<file path="config.mk">
export PLATFORM = sky130hd
export DESIGN_NAME = pc_ctrl
export DESIGN_NICKNAME = d
export VERILOG_FILES = /design/src/rtl/pc_ctrl_pkg.sv /design/src/rtl/pc_ctrl.sv
export SDC_FILE = /design/constraint.sdc
export NUM_CORES = 1
export LEC_CHECK = 0
export CAP_MARGIN = 40
export CORE_MARGIN = 5
export CORE_UTILIZATION = 44
export CTS_CLUSTER_DIAMETER = 120
export CTS_CLUSTER_SIZE = 24
export DETAILED_ROUTE_END_ITERATION = 10
export GPL_TIMING_DRIVEN = 0
export PLACE_DENSITY = 0.87
export REMOVE_ABC_BUFFERS = 1
export SYNTH_ARGS = -nofsm -noshare
export SYNTH_HDL_FRONTEND = slang
export SYNTH_SLANG_ARGS = --single-unit
</file>
<file path="constraint.sdc">
create_clock -name clk -period 2.51 [get_ports clk]
set_input_delay 0.6275 -clock clk [delete_from_list [all_inputs] [get_ports clk]]
set_output_delay 0.6275 -clock clk [all_outputs]
set_load 0.005 [all_outputs]
</file>
<file path="src/rtl/pc_ctrl_pkg.sv">
// pc_ctrl_pkg -- shared definitions for the program-counter / fetch controller.
// Holds the fetch FSM state encoding, the architectural word width and the
// sequential instruction step, plus a helper for the wrapping PC increment.
package pc_ctrl_pkg;

  localparam int XLEN = 32;

  // Byte distance between consecutive sequential instructions.
  localparam logic [XLEN-1:0] INSN_STEP = 32'd4;

  // Fetch FSM states.
  //   RST  : first cycle after reset, loads the reset PC
  //   REQ  : presenting a fetch request to imem
  //   WAIT : request accepted, waiting for the instruction to return
  //   HOLD : instruction returned but decode has not taken it yet
  typedef enum logic [1:0] {
    RST  = 2'd0,
    REQ  = 2'd1,
    WAIT = 2'd2,
    HOLD = 2'd3
  } state_t;

  // Sequential successor of a PC; the add naturally wraps modulo 2^XLEN.
  function automatic logic [XLEN-1:0] next_seq_pc(input logic [XLEN-1:0] pc);
    return pc + INSN_STEP;
  endfunction

endpackage

</file>
<file path="src/rtl/pc_ctrl.sv">
// pc_ctrl -- program counter and instruction-fetch request controller.
//
// Issues one fetch request at a time to imem, tracks the returned
// instruction (data itself bypasses this block), hands the PC to decode
// with if_valid, and redirects on taken branches / jumps from EX.
//
// A redirect that arrives while a request is in flight cannot cancel it at
// imem, so the in-flight response is marked with drop_reg and swallowed
// when it returns; the new request is only issued after that, keeping a
// single outstanding request at all times.
//
// Build option: define PC_CTRL_MISALIGN_TRAP_EN to trap redirects whose
// target is not word aligned (pc goes to TRAP_VEC and trap pulses).
// Without it, trap is tied low and target bits [1:0] are cleared.
module pc_ctrl
  import pc_ctrl_pkg::*;
#(
  parameter logic [XLEN-1:0] RESET_PC = 32'h0000_0000,
  parameter logic [XLEN-1:0] TRAP_VEC = 32'h0000_0100
) (
  input  logic            clk,
  input  logic            rst_n,
  // instruction memory request side
  output logic            imem_req_valid,
  input  logic            imem_req_ready,
  output logic [XLEN-1:0] imem_addr,
  input  logic            imem_rsp_valid,
  // decode side
  output logic            if_valid,
  output logic [XLEN-1:0] if_pc,
  input  logic            id_ready,
  // execute-stage redirect inputs
  input  logic            br_en,
  input  logic            br_taken,
  input  logic            jmp_en,
  input  logic [XLEN-1:0] br_target,
  // control outputs
  output logic            flush,
  output logic            trap
);

  state_t          state_reg;
  logic [XLEN-1:0] pc_reg;
  logic            drop_reg;

  logic            redirect;
  logic            req_accept;
  logic [XLEN-1:0] redirect_pc;

  // A redirect only counts once the FSM has left its reset state.
  assign redirect = (jmp_en | (br_en & br_taken)) & (state_reg != RST);

  // A request is handed over when we present it and imem takes it.
  assign req_accept = imem_req_valid & imem_req_ready;

`ifdef PC_CTRL_MISALIGN_TRAP_EN
  logic target_misaligned;

  assign target_misaligned = |br_target[1:0];

  // Misaligned targets are diverted to the trap vector with a one-cycle pulse.
  always_comb begin
    trap        = redirect & target_misaligned;
    redirect_pc = target_misaligned ? TRAP_VEC : br_target;
  end
`else
  // No trap support: silently word-align the target.
  always_comb begin
    trap        = 1'b0;
    redirect_pc = br_target & ~32'h0000_0003;
  end
`endif

  // Outputs decoded from the current state; a redirect suppresses delivery.
  always_comb begin
    flush          = redirect;
    imem_req_valid = (state_reg == REQ) & ~drop_reg;
    imem_addr      = pc_reg;
    if_pc          = pc_reg;
    if_valid       = 1'b0;
    if (!redirect) begin
      if (state_reg == WAIT) begin
        if_valid = imem_rsp_valid;
      end else if (state_reg == HOLD) begin
        if_valid = 1'b1;
      end
    end
  end

  // Fetch FSM with the PC register and the stale-response drop flag.
  always_ff @(posedge clk or negedge rst_n) begin
    if (!rst_n) begin
      state_reg <= RST;
      pc_reg    <= RESET_PC;
      drop_reg  <= 1'b0;
    end else begin
      case (state_reg)
        RST: begin
          // Any response seen here belongs to a request abandoned by reset.
          state_reg <= REQ;
          pc_reg    <= RESET_PC;
          drop_reg  <= 1'b0;
        end

        REQ: begin
          if (redirect) begin
            // A request accepted in the redirect cycle is now stale; an
            // already-pending drop clears if its response shows up now.
            pc_reg    <= redirect_pc;
            state_reg <= REQ;
            drop_reg  <= req_accept | (drop_reg & ~imem_rsp_valid);
          end else if (drop_reg) begin
            // Hold off the new request until the stale response is gone.
            if (imem_rsp_valid) begin
              drop_reg <= 1'b0;
            end
          end else if (imem_req_ready) begin
            state_reg <= WAIT;
          end
        end

        WAIT: begin
          if (redirect) begin
            // If the response arrives in this very cycle it is discarded
            // here; otherwise it is still in flight and must be dropped.
            pc_reg    <= redirect_pc;
            state_reg <= REQ;
            drop_reg  <= ~imem_rsp_valid;
          end else if (imem_rsp_valid) begin
            if (id_ready) begin
              pc_reg    <= next_seq_pc(pc_reg);
              state_reg <= REQ;
            end else begin
              state_reg <= HOLD;
            end
          end
        end

        HOLD: begin
          if (redirect) begin
            pc_reg    <= redirect_pc;
            state_reg <= REQ;
          end else if (id_ready) begin
            pc_reg    <= next_seq_pc(pc_reg);
            state_reg <= REQ;
          end
        end

        default: begin
          state_reg <= RST;
          drop_reg  <= 1'b0;
        end
      endcase
    end
  end

endmodule

</file>
* Word-level counts from Yosys, hierarchy flattened *
Cells that the tools add are included.

storage, ports and cells
  bits in registers = 35
  input bits = 40
  logic and storage cells = 51

cells by class
  add/sub/neg operators = 1
  eq/ne operators = 9
  multiplexer cells = 23
  bitwise gates (word level) = 9
  reduce and logical (&&, ||, !) cells = 6

operators with widths
  kind                     count
  $mux W32                 5
  $pmux W32 S4             1
  $add A32 B3 Y32 const B  1
  $mux W2                  8
  $ne A3 B3 Y1 const B     4
  $pmux W2 S4              1
  $mux W1                  7
  $and A1 B1 Y1            5
  $eq A2 B2 Y1 const B     2
  $ne A2 B2 Y1 const B     2
  $reduce_and A2 Y1        2
  $reduce_and A4 Y1        1
  $pmux W1 S3              1
  $reduce_bool A3 Y1       1
  $eq A2 B1 Y1 const B     1
  $logic_not A2 Y1         1
  $not A1 Y1               2
  $or A1 B1 Y1             2
  $reduce_bool A2 Y1       1

* Depth between registers and ports, before layout *
Gate-level depths: netlist (run 1).

  depth after elaboration = 6
  depth in mapped cells = 10
  mapped depth without buffers = 8

* Worst setup path before layout (run 1) *
No wires, ideal clock.

  path type = flip-flop to output port
  start point = reg state_reg[0]
  end point = out flush
  arrival = 1,403 ps
  required time = 1,882 ps
  setup slack = 479 ps
  stages on the path, launching flop included = 8
  path buffers = 2
  path through = dfrtp_1 inv_1 ha_1 buf_2 inv_1 nand2_1 inv_1 clkbuf_1

on the way
  cells in the longest elaborated chain, start to end = 2

RTL lines
  element                   line            text
  start: declaration        pc_ctrl.sv:42   state_t state_reg;
  start signal: assignment  pc_ctrl.sv:93   state_reg <= RST;
  start signal: assignment  pc_ctrl.sv:100  state_reg <= REQ;
  start signal: assignment  pc_ctrl.sv:110  state_reg <= REQ;
  $reduce_bool A2 Y1        pc_ctrl.sv:51   assign redirect = (jmp_en | (br_en & br_taken)) & (state_reg != RST);
  $and A1 B1 Y1             pc_ctrl.sv:51
  end: declaration          pc_ctrl.sv:38   output logic flush,

Every way passes these cells.

* Final worst setup path (run 1) *
  start point = in br_taken
  end point = out flush

on the way
  cells in the longest elaborated chain, start to end = 3

RTL lines
  element             line           text
  start: declaration  pc_ctrl.sv:34  input logic br_taken,
  $and A1 B1 Y1       pc_ctrl.sv:51
  $or A1 B1 Y1        pc_ctrl.sv:51
  $and A1 B1 Y1       pc_ctrl.sv:51

Every way passes these cells.

==> results of run 1 <==
==> power breakdown <==
group          switching, mW  internal (mW)
Combinational           1.06           1.31
Clock                  0.192          0.197
Sequential             0.405          0.749
==> through the flow <==
stage / hold WS [ps] / TNS (ps) / power (mW) / worst slack (ps)
after global placement: 553 / -18300 / 3.19 / -979
after floorplan: 332 / 0 / 2.07 / 31.5
final: 418 / 0 / 3.92 / 69.4
after detailed placement: 575 / -7750 / 3.30 / -698
after global routing: 477 / 0 / 4.20 / 13.2
after CTS: 440 / -236 / 3.78 / -116
==> placed cells by master (no fill, tap or decap), drive strengths merged, types with 4 or more instances in the layout <==
master | netlist | layout
clkdlybuf4s50 | 0 | 95
dfrtp | 33 | 33
nand2 | 33 | 33
o21ai | 22 | 22
nor2 | 19 | 19
nand3 | 15 | 15
nand4 | 14 | 14
a22o | 12 | 12
a21oi | 11 | 11
buf | 38 | 11
nor3 | 8 | 8
inv | 9 | 8
clkbuf | 6 | 8
a211oi | 7 | 7
ha | 6 | 6
conb | 1 | 5
a21o | 5 | 5
o22ai | 5 | 5
nor4 | 5 | 5
xnor2 | 4 | 4
xor2 | 4 | 4
nor2b | 4 | 4
==> cell type report <==
class,count,area [um2],share of cell area (%)
multi-input combinational,227,1570,42.6
inverter,9,37.5,1.02
clock buffer,8,80.1,2.17
timing repair buffer,110,1070,29.1
sequential,33,828,22.5
tap,75,93.8,2.55
==> critical path, stage by stage <==
cell and delay [ps]:
sky130_fd_sc_hd__dlygate4sd2_1 290, sky130_fd_sc_hd__a21o_4 260, sky130_fd_sc_hd__nand2_4 100, sky130_fd_sc_hd__clkinvlp_4 90, sky130_fd_sc_hd__clkdlybuf4s50_1 440
==> final timing paths <==
check / startpoint / to / slack, ps / depth (start not counted)
worst max register to register: state_reg[0] / if_pc[29] / 220 / 7
min in group clk: if_pc[21] / if_pc[21] / 600 / 1
worst min-delay path: rst_n / if_pc[19] / 420 / 1
worst max-delay path: br_taken / flush / 70 / 5
max in group asynchronous: rst_n / state_reg[0] / 1550 / 1
worst min register to register: if_pc[21] / if_pc[21] / 600 / 1
==> cells by family after synthesis <==
kind of cell / synth area share (%)
AND/OR/NAND/NOR: 24.3
AO/OA/AOI/OAI: 24.1
buffers and inverters: 13.2
flip-flops: 31.5
XOR/XNOR: 2.67
adder cells (fa/ha/maj): 2.86
multiplexers: 1.15
other: 0.143
==> layer usage <==
metal	share of wire, %	vias to the layer above	track usage, %	wire length (um)
li1	-	1271	-	-
met3	8.8	16	5.11	687
met1	40	1330	26.5	3110
met4	1.8	0	6.14	141
met2	49	130	33.7	3840
met5	0	-	0	0
==> timing repair <==
item                       in CTS  in global routing
setup buffers                   2                  7
pin swaps                       2                  6
resized for setup              16                 14
setup endpoints to repair      21                 16
hold buffers                    0                  0
cloned                          0                  0
==> impl_summary.txt, run 1 <==
----------------------------------------------------
[Place]
  Placed wire-length estimate after detailed placement ... 5630 um
  Placed cells ... 445
  Placed cell area ... 3430 um2
  Port Buf Inserts ... 100
  Weighted congestion reported at the end of routability-driven placement ... 0.843

[Power]
  Leakage power of the design ... 1.47 nW
  Pwr/cell area ... 1060 nW/um2
  Worst-case vdd ir drop ... 548 uV

[Route]
  Final wirelength ... 7780 um
  Per-cell routed wire length ... 16.8 um
  Detail-routed via count per cell ... 5.95
  DR pass1 iterations ... 5
  Violation count after the first detailed-routing iteration ... 262
  Remaining routing DRC violations ... 0
  Vias ... 2747
  Routed Antenna Nets ... 0

[STA]
  Setup repair after global routing missed its margin ... no
  Minimum clock period ... 2440 ps
  Max-slew headroom at the worst pin ... 40.7%
  Max Clk Rate ... 410 MHz
  Worst Max-Slew Pin Slew ... 888 ps
  Final hold violations ... 0
  Total of endpoints with negative setup slack in the final report ... 0
  Final worst-path cycle share ... 97.2%
  Final number of max-transition violations ... 0
  Worst clock skew ... 5.82 ps

[Global routing]
  Final global-route overflow total ... 0
  Number of global-route vias before repair ... 2600
  Global-route wire length before repair ... 12600 um
  Antenna violations before repair ... 0
  Total routing usage reported by global routing ... 20.5%
  Maximum number of pins on one net before global-route repair ... 34

[Setup path]
  Crit path required time ... 1880 ps
  Worst Setup Start Kind ... input pin
  CP max FO ... 5
  Critical Path AT ... 1810 ps
  CP Class ... input pin to output port
  Kind of end point of the critical path ... output port

[Yosys]
  Combined area of all synthesized cells ... 2620 um2
  Flip-flop cell with the highest count after synthesis ... sky130_fd_sc_hd__dfrtp_1
  Avg Cell Area, Syn ... 8.46 um2
  Proportion of netlist area held by the largest area contributor ... 31.5%
  Library cell with the largest summed area after synthesis ... sky130_fd_sc_hd__dfrtp_1
  Number of enable flip-flop cells after synthesis ... 0
  Fraction of registers with async set/reset ... 100%
  Proportion of synthesized chip area in sequential cells ... 31.5%
  Area contributors post-synth ... sky130_fd_sc_hd__dfrtp_1 31%, sky130_fd_sc_hd__buf_4 10%, sky130_fd_sc_hd__nand2_1 4.6%
  Most frequent cell after synthesis ... sky130_fd_sc_hd__buf_4
  Flip-flop and latch count after synthesis ... 33
  Synth warnings ... 0
  Leading post-synthesis cells by instance count ... 35 x sky130_fd_sc_hd__buf_4, 33 x sky130_fd_sc_hd__dfrtp_1, 32 x sky130_fd_sc_hd__nand2_1, 22 x sky130_fd_sc_hd__o21ai_0, 19 x sky130_fd_sc_hd__nor2_1
  Cell count after synthesis ... 310
  Number of distinct library cells after synthesis ... 53

[Floorplanning]
  Core Box Area ... 5850 um2
  Vert. Die Dim ... 87.2 um
  Die extent in x ... 87.2 um
  Number of top-level pins ... 108
  Die ar. ... 7600 um2
  Starting Density ... 44.8%
  Placement row count ... 28

[Final layout]
  Post-synthesis to final-layout area growth ... 40.5%
  Fill cell total of the finished layout ... 478
  Finished Core Util ... 63.0%
  Number of flip-flops in the largest register ... 30
  Final cell count without fillers ... 462
  Layout cells sized above 1 ... 10.9%
  ANT cells ... 0
  Post-route cell area ... 3680 um2
  Final layout net count ... 432

[Outcome]
  Outcome ... complete, no violations

[CTS]
  CTS tree ... yes
  Clock network latency to the later pin of the worst-skew pair ... 280 ps
  Clock slew at reported path FFs ... 70 ps
  CTS Root Cell ... sky130_fd_sc_hd__clkbuf_8
  Number of buffers on the longest clock path ... 2
  Maximum level of the CTS H-tree ... 2
  Clock net sink count ... 33
  CTS buffer count ... 5

[Flow run]
  Count of max-cap constraint violations ... 0

[Worst hold path]
  Hold/Removal Path Class ... input pin to asynchronous set/reset pin

----------------------------------------------------
Power figures use the tool's default switching activity.
==> run 2, diff against run 1 <==
Settings changed: CORE_UTILIZATION 44 to 55, DONT_BUFFER_PORTS set to 1, PLACE_DENSITY 0.87 to 0.75.
==> impl_summary.txt, run 2 (synthesized netlist as in run 1, its figures left out) <==
----------------------------------------------------
[Outcome]
  Outcome ... complete, no violations

[Setup path]
  Critical Path AT ... 2660 ps (+850 ps)
  CP peak stage delay ... 550 ps (+110 ps)
  Crit path required time ... 2740 ps (+860 ps)
  CP Class ... flop to flop
  CP max FO ... 14 (+9)
  Master of the slowest instance on the critical path ... sky130_fd_sc_hd__or4_1
  Kind of end point of the critical path ... flop
  Worst flop-to-flop path startpoint ... state_reg[1]
  Reg-to-Reg End ... if_pc[29]
  Number of cells on the worst reg-to-reg path ... 7 (unchanged)
  Worst-case register-to-register setup slack ... 70 ps (-150 ps)
  Worst Setup Start Kind ... flop
  Crit-path cells ... inv_1, ha_1, nor2_1, a21o_1, nand2_2, or4_1, nand3_1

[Route]
  DR pass1 iterations ... 4 (-1)
  Violation count after the first detailed-routing iteration ... 151 (-42%)
  Detail-routed via count per cell ... 6.70 (+13%)
  Routed Antenna Nets ... 0 (unchanged)
  Vias ... 2245 (-18%)
  Final wirelength ... 6630 um (-15%)
  Remaining routing DRC violations ... 0 (unchanged)
  Per-cell routed wire length ... 19.8 um (+18%)

[Global routing]
  Total routing usage reported by global routing ... 21.5% (+1.1 points)
  Global Route met3 Usage ... 8.39% (+3.3 points)
  Met2 track demand over resource ... 34.4% (+0.68 points)
  Global route hottest layer ... met2
  Met1 Usage GRT ... 25.5% (-0.97 points)
  Maximum number of pins on one net before global-route repair ... 34 (unchanged)
  Number of global-route vias before repair ... 2150 (-17%)
  Global-route wire length before repair ... 10600 um (-16%)
  Antenna violations before repair ... 0 (unchanged)
  Final global-route overflow total ... 0 (unchanged)

[STA]
  Max Clk Rate ... 410 MHz (+0.18%)
  Setup tns final ... 0 ps (unchanged)
  Final number of max-transition violations ... 0 (unchanged)
  Setup repair after global routing missed its margin ... yes
  Minimum clock period ... 2440 ps (-4.40 ps)
  Max-slew headroom at the worst pin ... 53.2% (+13 points)
  Final worst-path cycle share ... 97.1% (-0.18 points)
  Worst clock skew ... 7.09 ps (+1.27 ps)
  Final hold violations ... 0 (unchanged)
  Total of endpoints with negative setup slack in the final report ... 0 (unchanged)
  Worst hold slack after final layout ... 23.9 ps (-394 ps)
  Worst Max-Slew Pin Slew ... 696 ps (-191 ps)

[CTS]
  CTS Root Cell ... sky130_fd_sc_hd__clkbuf_8
  Number of buffers on the longest clock path ... 2 (unchanged)
  Quantity of hold-fixing buffers added after cts ... 0 (unchanged)
  CTS buffer count ... 5 (unchanged)
  Maximum level of the CTS H-tree ... 2 (unchanged)
  Number of buffers inserted by post-CTS setup repair ... 0 (-2)
  Clock net sink count ... 33 (unchanged)
  CTS tree ... yes
  Clock slew at reported path FFs ... 70 ps (about the same)
  Clock network latency to the later pin of the worst-skew pair ... 290 ps (about the same)

[Floorplanning]
  Core Box Area ... 4660 um2 (-20%)
  Placement row count ... 25 (-11%)
  Vert. Die Dim ... 79.1 um (-9.3%)
  Number of top-level pins ... 108 (unchanged)
  Die ar. ... 6250 um2 (-18%)
  Die extent in x ... 79.1 um (-9.3%)
  Starting Density ... 56.3% (+11 points)

[Place]
  Placed cells ... 325 (-27%)
  Placed cell area ... 2420 um2 (-30%)
  Placed wire-length estimate after detailed placement ... 4680 um (-17%)
  Weighted congestion reported at the end of routability-driven placement ... 0.814 (-3.5%)
  Port Buf Inserts ... 0 (-100%)

[Power]
  Leakage power of the design ... 1.05 nW (-28%)
  Switching power total ... 1.47 mW (-11%)
  Sequential fraction of design power ... 41.3% (+12 points)
  Combinational cell fraction of total power ... 44.9% (-16 points)
  Pwr/cell area ... 1160 nW/um2 (+8.7%)
  Clock Power Share ... 13.7% (+3.8 points)
  Worst-case vdd ir drop ... 574 uV (+4.8%)
  Internal Pwr Total ... 1.48 mW (-35%)
  Sw Ratio ... 49.8% (+7.5 points)

[Final layout]
  ANT cells ... 0 (unchanged)
  Final cell count without fillers ... 335 (-27%)
  Number of flip-flops in the largest register ... 30 (unchanged)
  Most common library cell in the layout ignoring fill and taps ... sky130_fd_sc_hd__dfrtp_1
  Final layout net count ... 326 (-25%)
  Fill cell total of the finished layout ... 420 (-12%)
  Layout cells sized above 1 ... 9.61% (-1.2 points)
  Post-synthesis to final-layout area growth ... -2.86%
  Most frequent cells in the layout ... 33 x sky130_fd_sc_hd__dfrtp_1, 30 x sky130_fd_sc_hd__nand2_1, 22 x sky130_fd_sc_hd__o21ai_0
  Post-route cell area ... 2550 um2 (-31%)

[Flow run]
  Count of max-cap constraint violations ... 0 (unchanged)

[Worst hold path]
  Hold/Removal Path Class ... input pin to asynchronous set/reset pin

----------------------------------------------------
## run 2: cell types whose count changed in the layout (fill, tap and decap cells not counted), moves of 2 or more
cell	before	now
sky130_fd_sc_hd__clkdlybuf4s50_1	95	0
sky130_fd_sc_hd__ha_1	3	5
sky130_fd_sc_hd__buf_4	9	2
sky130_fd_sc_hd__dfrtp_1	31	33
sky130_fd_sc_hd__clkbuf_1	3	1
sky130_fd_sc_hd__inv_2	3	0
sky130_fd_sc_hd__ha_4	3	0
sky130_fd_sc_hd__dfrtp_2	2	0
sky130_fd_sc_hd__inv_1	5	8
sky130_fd_sc_hd__clkinv_2	0	2
sky130_fd_sc_hd__dlygate4sd2_1	3	0
## run 2: power by group through the flow
stage | Sequential, mW | Combinational [mW] | Clock, mW
final | 1.22 | 1.32 | 0.404
after floorplan | 1.11 | 0.963 | 0
after global placement | 1.22 | 1.18 | 0
after CTS | 1.21 | 1.26 | 0.410
after global routing | 1.28 | 1.48 | 0.438
after detailed placement | 1.22 | 1.25 | 0
## run 2: worst max path at each step
stage	startpoint	endpoint	slack (ps)	depth (start not counted)
2_1_floorplan	state_reg[1]	if_pc[4]	30	6
3_3_place_gp	state_reg[1]	if_pc[4]	-820	6
3_5_place_dp	state_reg[1]	if_pc[27]	-110	7
4_1_cts	state_reg[0]	if_valid	9	4
5_1_grt	state_reg[1]	if_pc[29]	-50	7
6_report	state_reg[1]	if_pc[29]	70	7
## run 2: critical path: cells and delay by family (launching register included)
kind                     cells  cell delay [ps]
buffers and inverters        1               90
AND/OR/NAND/NOR              4             1210
AO/OA/AOI/OAI                1              320
flip-flops                   1              410
adder cells (fa/ha/maj)      1              340
## run 2: per-stage QoR
stage	power (mW)	setup WS, ps	util, %
3_5_place_dp	2.47	-109	51.8
3_3_place_gp	2.40	-817	51.3
6_report	2.94	73.8	54.7
4_1_cts	2.88	8.64	53.7
5_1_grt	3.20	-53.3	54.7
2_1_floorplan	2.07	31.5	-
## run 2: timing repair
action | CTS | global route
pin swaps | 0 | 1
gates cloned | 0 | 1
gates resized for setup | 1 | 7
endpoints found under the setup margin | 11 | 21
## run 2: cell type report
class | count | area, um2 | share of cell area, %
multi-input cells | 227 | 1500 | 59.0
flip-flops and latches | 33 | 826 | 32.4
clock buffers | 6 | 72.6 | 2.85
well taps | 54 | 67.6 | 2.65
inverters | 9 | 37.5 | 1.47
repair buffers | 3 | 26.3 | 1.03
clock inverters | 2 | 10.0 | 0.393
repair inverters | 1 | 5.00 | 0.196
## run 2: metal layers
| layer | wire, um | vias up |
|---|---|---|
| li1 | - | 1059 |
| met1 | 2660 | 1080 |
| met2 | 3230 | 93 |
| met3 | 595 | 13 |
| met4 | 137 | 0 |
| met5 | 0 | - |
==> run 3, diff against run 2 <==
Settings changed: CORE_UTILIZATION 55 to 36, MAX_ROUTING_LAYER set to met4, PLACE_DENSITY 0.75 to 0.55.
==> impl_summary.txt, run 3 (synthesized netlist as in run 1, its figures left out) <==
----------------------------------------------------
[Route]
  DR pass1 iterations ... 4 (unchanged)
  Per-cell routed wire length ... 19.2 um (-3.1%)
  Vias ... 2245 (unchanged)
  Remaining routing DRC violations ... 0 (unchanged)
  Routed Antenna Nets ... 0 (unchanged)
  Detail-routed via count per cell ... 5.86 (-13%)
  Final wirelength ... 7350 um (+11%)
  Violation count after the first detailed-routing iteration ... 114 (-25%)

[STA]
  Total of endpoints with negative setup slack in the final report ... 0 (unchanged)
  Setup repair after global routing missed its margin ... no
  Max-slew headroom at the worst pin ... 55.1% (+1.8 points)
  Minimum setup slack in the final design ... 163 ps (+89.0 ps)
  Minimum clock period ... 2350 ps (-89.0 ps)
  Final number of max-transition violations ... 0 (unchanged)
  Setup tns final ... 0 ps (unchanged)
  Final worst-path cycle share ... 93.5% (-3.5 points)
  Worst hold slack after final layout ... 28.9 ps (+5.01 ps)
  Final hold violations ... 0 (unchanged)
  Worst clock skew ... 7.57 ps (+0.477 ps)
  Max Clk Rate ... 426 MHz (+3.8%)
  Worst Max-Slew Pin Slew ... 672 ps (-24.7 ps)

[Global routing]
  Total routing usage reported by global routing ... 17.4% (-4.2 points)
  Final global-route overflow total ... 0 (unchanged)
  Maximum number of pins on one net before global-route repair ... 34 (unchanged)
  Global-route wire length before repair ... 11900 um (+12%)
  Antenna violations before repair ... 0 (unchanged)
  Number of global-route vias before repair ... 2228 (+3.6%)

[Setup path]
  Kind of end point of the critical path ... flop
  Critical Path AT ... 2570 ps (-90 ps)
  Reg-to-Reg End ... if_pc[29]
  Worst Setup Start Kind ... flop
  Number of cells on the worst reg-to-reg path ... 7 (unchanged)
  Crit path required time ... 2730 ps (about the same)
  Worst-case register-to-register setup slack ... 160 ps (+90 ps)
  Worst flop-to-flop path startpoint ... state_reg[1]
  Worst Path Buf+Inv ... 1 (unchanged)
  CP Class ... flop to flop
  Family of cells with the greatest summed delay on the critical path ... simple AND/OR/NAND/NOR gates
  CP peak stage delay ... 530 ps (-20 ps)
  Master of the slowest instance on the critical path ... sky130_fd_sc_hd__or4_1
  CP max FO ... 14 (unchanged)
  Worst setup path start ... state_reg[1]
  Crit-path cells ... inv_1, ha_1, and3b_2, a21o_1, nand2_4, or4_1, nand3_1

[CTS]
  Maximum level of the CTS H-tree ... 2 (unchanged)
  Clock net sink count ... 33 (unchanged)
  CTS buffer count ... 5 (unchanged)
  Quantity of hold-fixing buffers added after cts ... 0 (unchanged)
  Clock network latency to the later pin of the worst-skew pair ... 280 ps (about the same)
  CTS tree ... yes
  Clock slew at reported path FFs ... 70 ps (about the same)
  Number of buffers on the longest clock path ... 2 (unchanged)
  CTS Root Cell ... sky130_fd_sc_hd__clkbuf_8

[Place]
  Weighted congestion reported at the end of routability-driven placement ... 0.834 (+2.5%)
  Placed wire-length estimate after detailed placement ... 5240 um (+12%)
  Worst-case setup slack after placement ... -234 ps (-125 ps)
  Port Buf Inserts ... 0 (unchanged)

[Final layout]
  Layout cells sized above 1 ... 11.3% (+1.7 points)
  ANT cells ... 0 (unchanged)
  Final layout net count ... 330 (+1.2%)
  Most frequent cells in the layout ... 33 x sky130_fd_sc_hd__dfrtp_1, 30 x sky130_fd_sc_hd__nand2_1, 22 x sky130_fd_sc_hd__o21ai_0
  Most common library cell in the layout ignoring fill and taps ... sky130_fd_sc_hd__dfrtp_1
  Number of flip-flops in the largest register ... 30 (unchanged)
  Post-synthesis to final-layout area growth ... 1.62%

[Floorplanning]
  Die extent in x ... 95.4 um (+21%)
  Vert. Die Dim ... 95.4 um (+21%)
  Placement row count ... 31 (+24%)
  Starting Density ... 36.5% (-20 points)
  Number of top-level pins ... 108 (unchanged)
  Core Box Area ... 7180 um2 (+54%)
  Die ar. ... 9090 um2 (+45%)

[Worst hold path]
  Hold/Removal Path Class ... input pin to asynchronous set/reset pin

[Power]
  Leakage power of the design ... 1.08 nW (+2.3%)
  Pwr/cell area ... 1140 nW/um2 (-1.1%)
  Worst-case vdd ir drop ... 336 uV (-41%)

[Outcome]
  Outcome ... complete, no violations

[Flow run]
  Count of max-cap constraint violations ... 0 (unchanged)

----------------------------------------------------
## run 3: changes by cell type in the layout (fill, tap and decap cells not counted), moves of 2 or more
cell	before	now
sky130_fd_sc_hd__nand2_2	2	0
sky130_fd_sc_hd__nor2_1	19	17
sky130_fd_sc_hd__buf_4	2	6
sky130_fd_sc_hd__clkinv_2	2	0
sky130_fd_sc_hd__nor2_2	0	2
sky130_fd_sc_hd__nand2_4	1	3
## run 3: worst max path at each step
stage / end / slack [ps] / cells after the start
6_report: if_pc[29] / 160 / 7
3_3_place_gp: if_pc[4] / -920 / 6
4_1_cts: flush / 4 / 5
3_5_place_dp: if_pc[19] / -230 / 7
2_1_floorplan: if_pc[4] / 30 / 6
5_1_grt: if_pc[29] / 2 / 7
## run 3: timing repair
action / in CTS / in global routing
setup buffers: 0 / 4
pin swaps: 0 / 1
resized for setup: 5 / 8
endpoints found under the setup margin: 17 / 26
gates cloned: 1 / 0
## run 3: cell type report
type | instances | area [um2]
Clock buffer | 7 | 86.3
Fill cell | 744 | 4510
Inverter | 9 | 37.5
Multi-Input combinational cell | 227 | 1530
Sequential cell | 33 | 826
Tap cell | 99 | 124
Timing Repair Buffer | 7 | 56.3
Timing Repair inverter | 1 | 5.00
## run 3: per-layer routing
metal | global-route usage [%] | vias up | share of wire [%]
li1 | - | 1065 | -
met1 | 22.0 | 1081 | 43
met2 | 26.9 | 89 | 48
met3 | 5.37 | 10 | 8.7
met4 | 4.57 | 0 | 0.90
met5 | - | - | 0
## run 3: power breakdown
group          internal [mW]  switching, mW  leakage [nW]
Clock                  0.218          0.201        0.0443
Sequential             0.744          0.486         0.435
Combinational          0.578          0.819         0.596
Total                   1.54           1.51          1.08
## run 3: metrics by stage
| step | cells | power [mW] | cell area [um2] | utilization, % |
|---|---|---|---|---|
| 2_1_floorplan | 269 | 2.07 | 2320 | - |
| 3_3_place_gp | 368 | 2.44 | 2450 | 34.1 |
| 3_5_place_dp | 370 | 2.53 | 2480 | 34.6 |
| 4_1_cts | 378 | 2.98 | 2590 | 36.1 |
| 5_1_grt | 383 | 3.34 | 2670 | 37.1 |
| 6_report | 383 | 3.05 | 2670 | 37.1 |
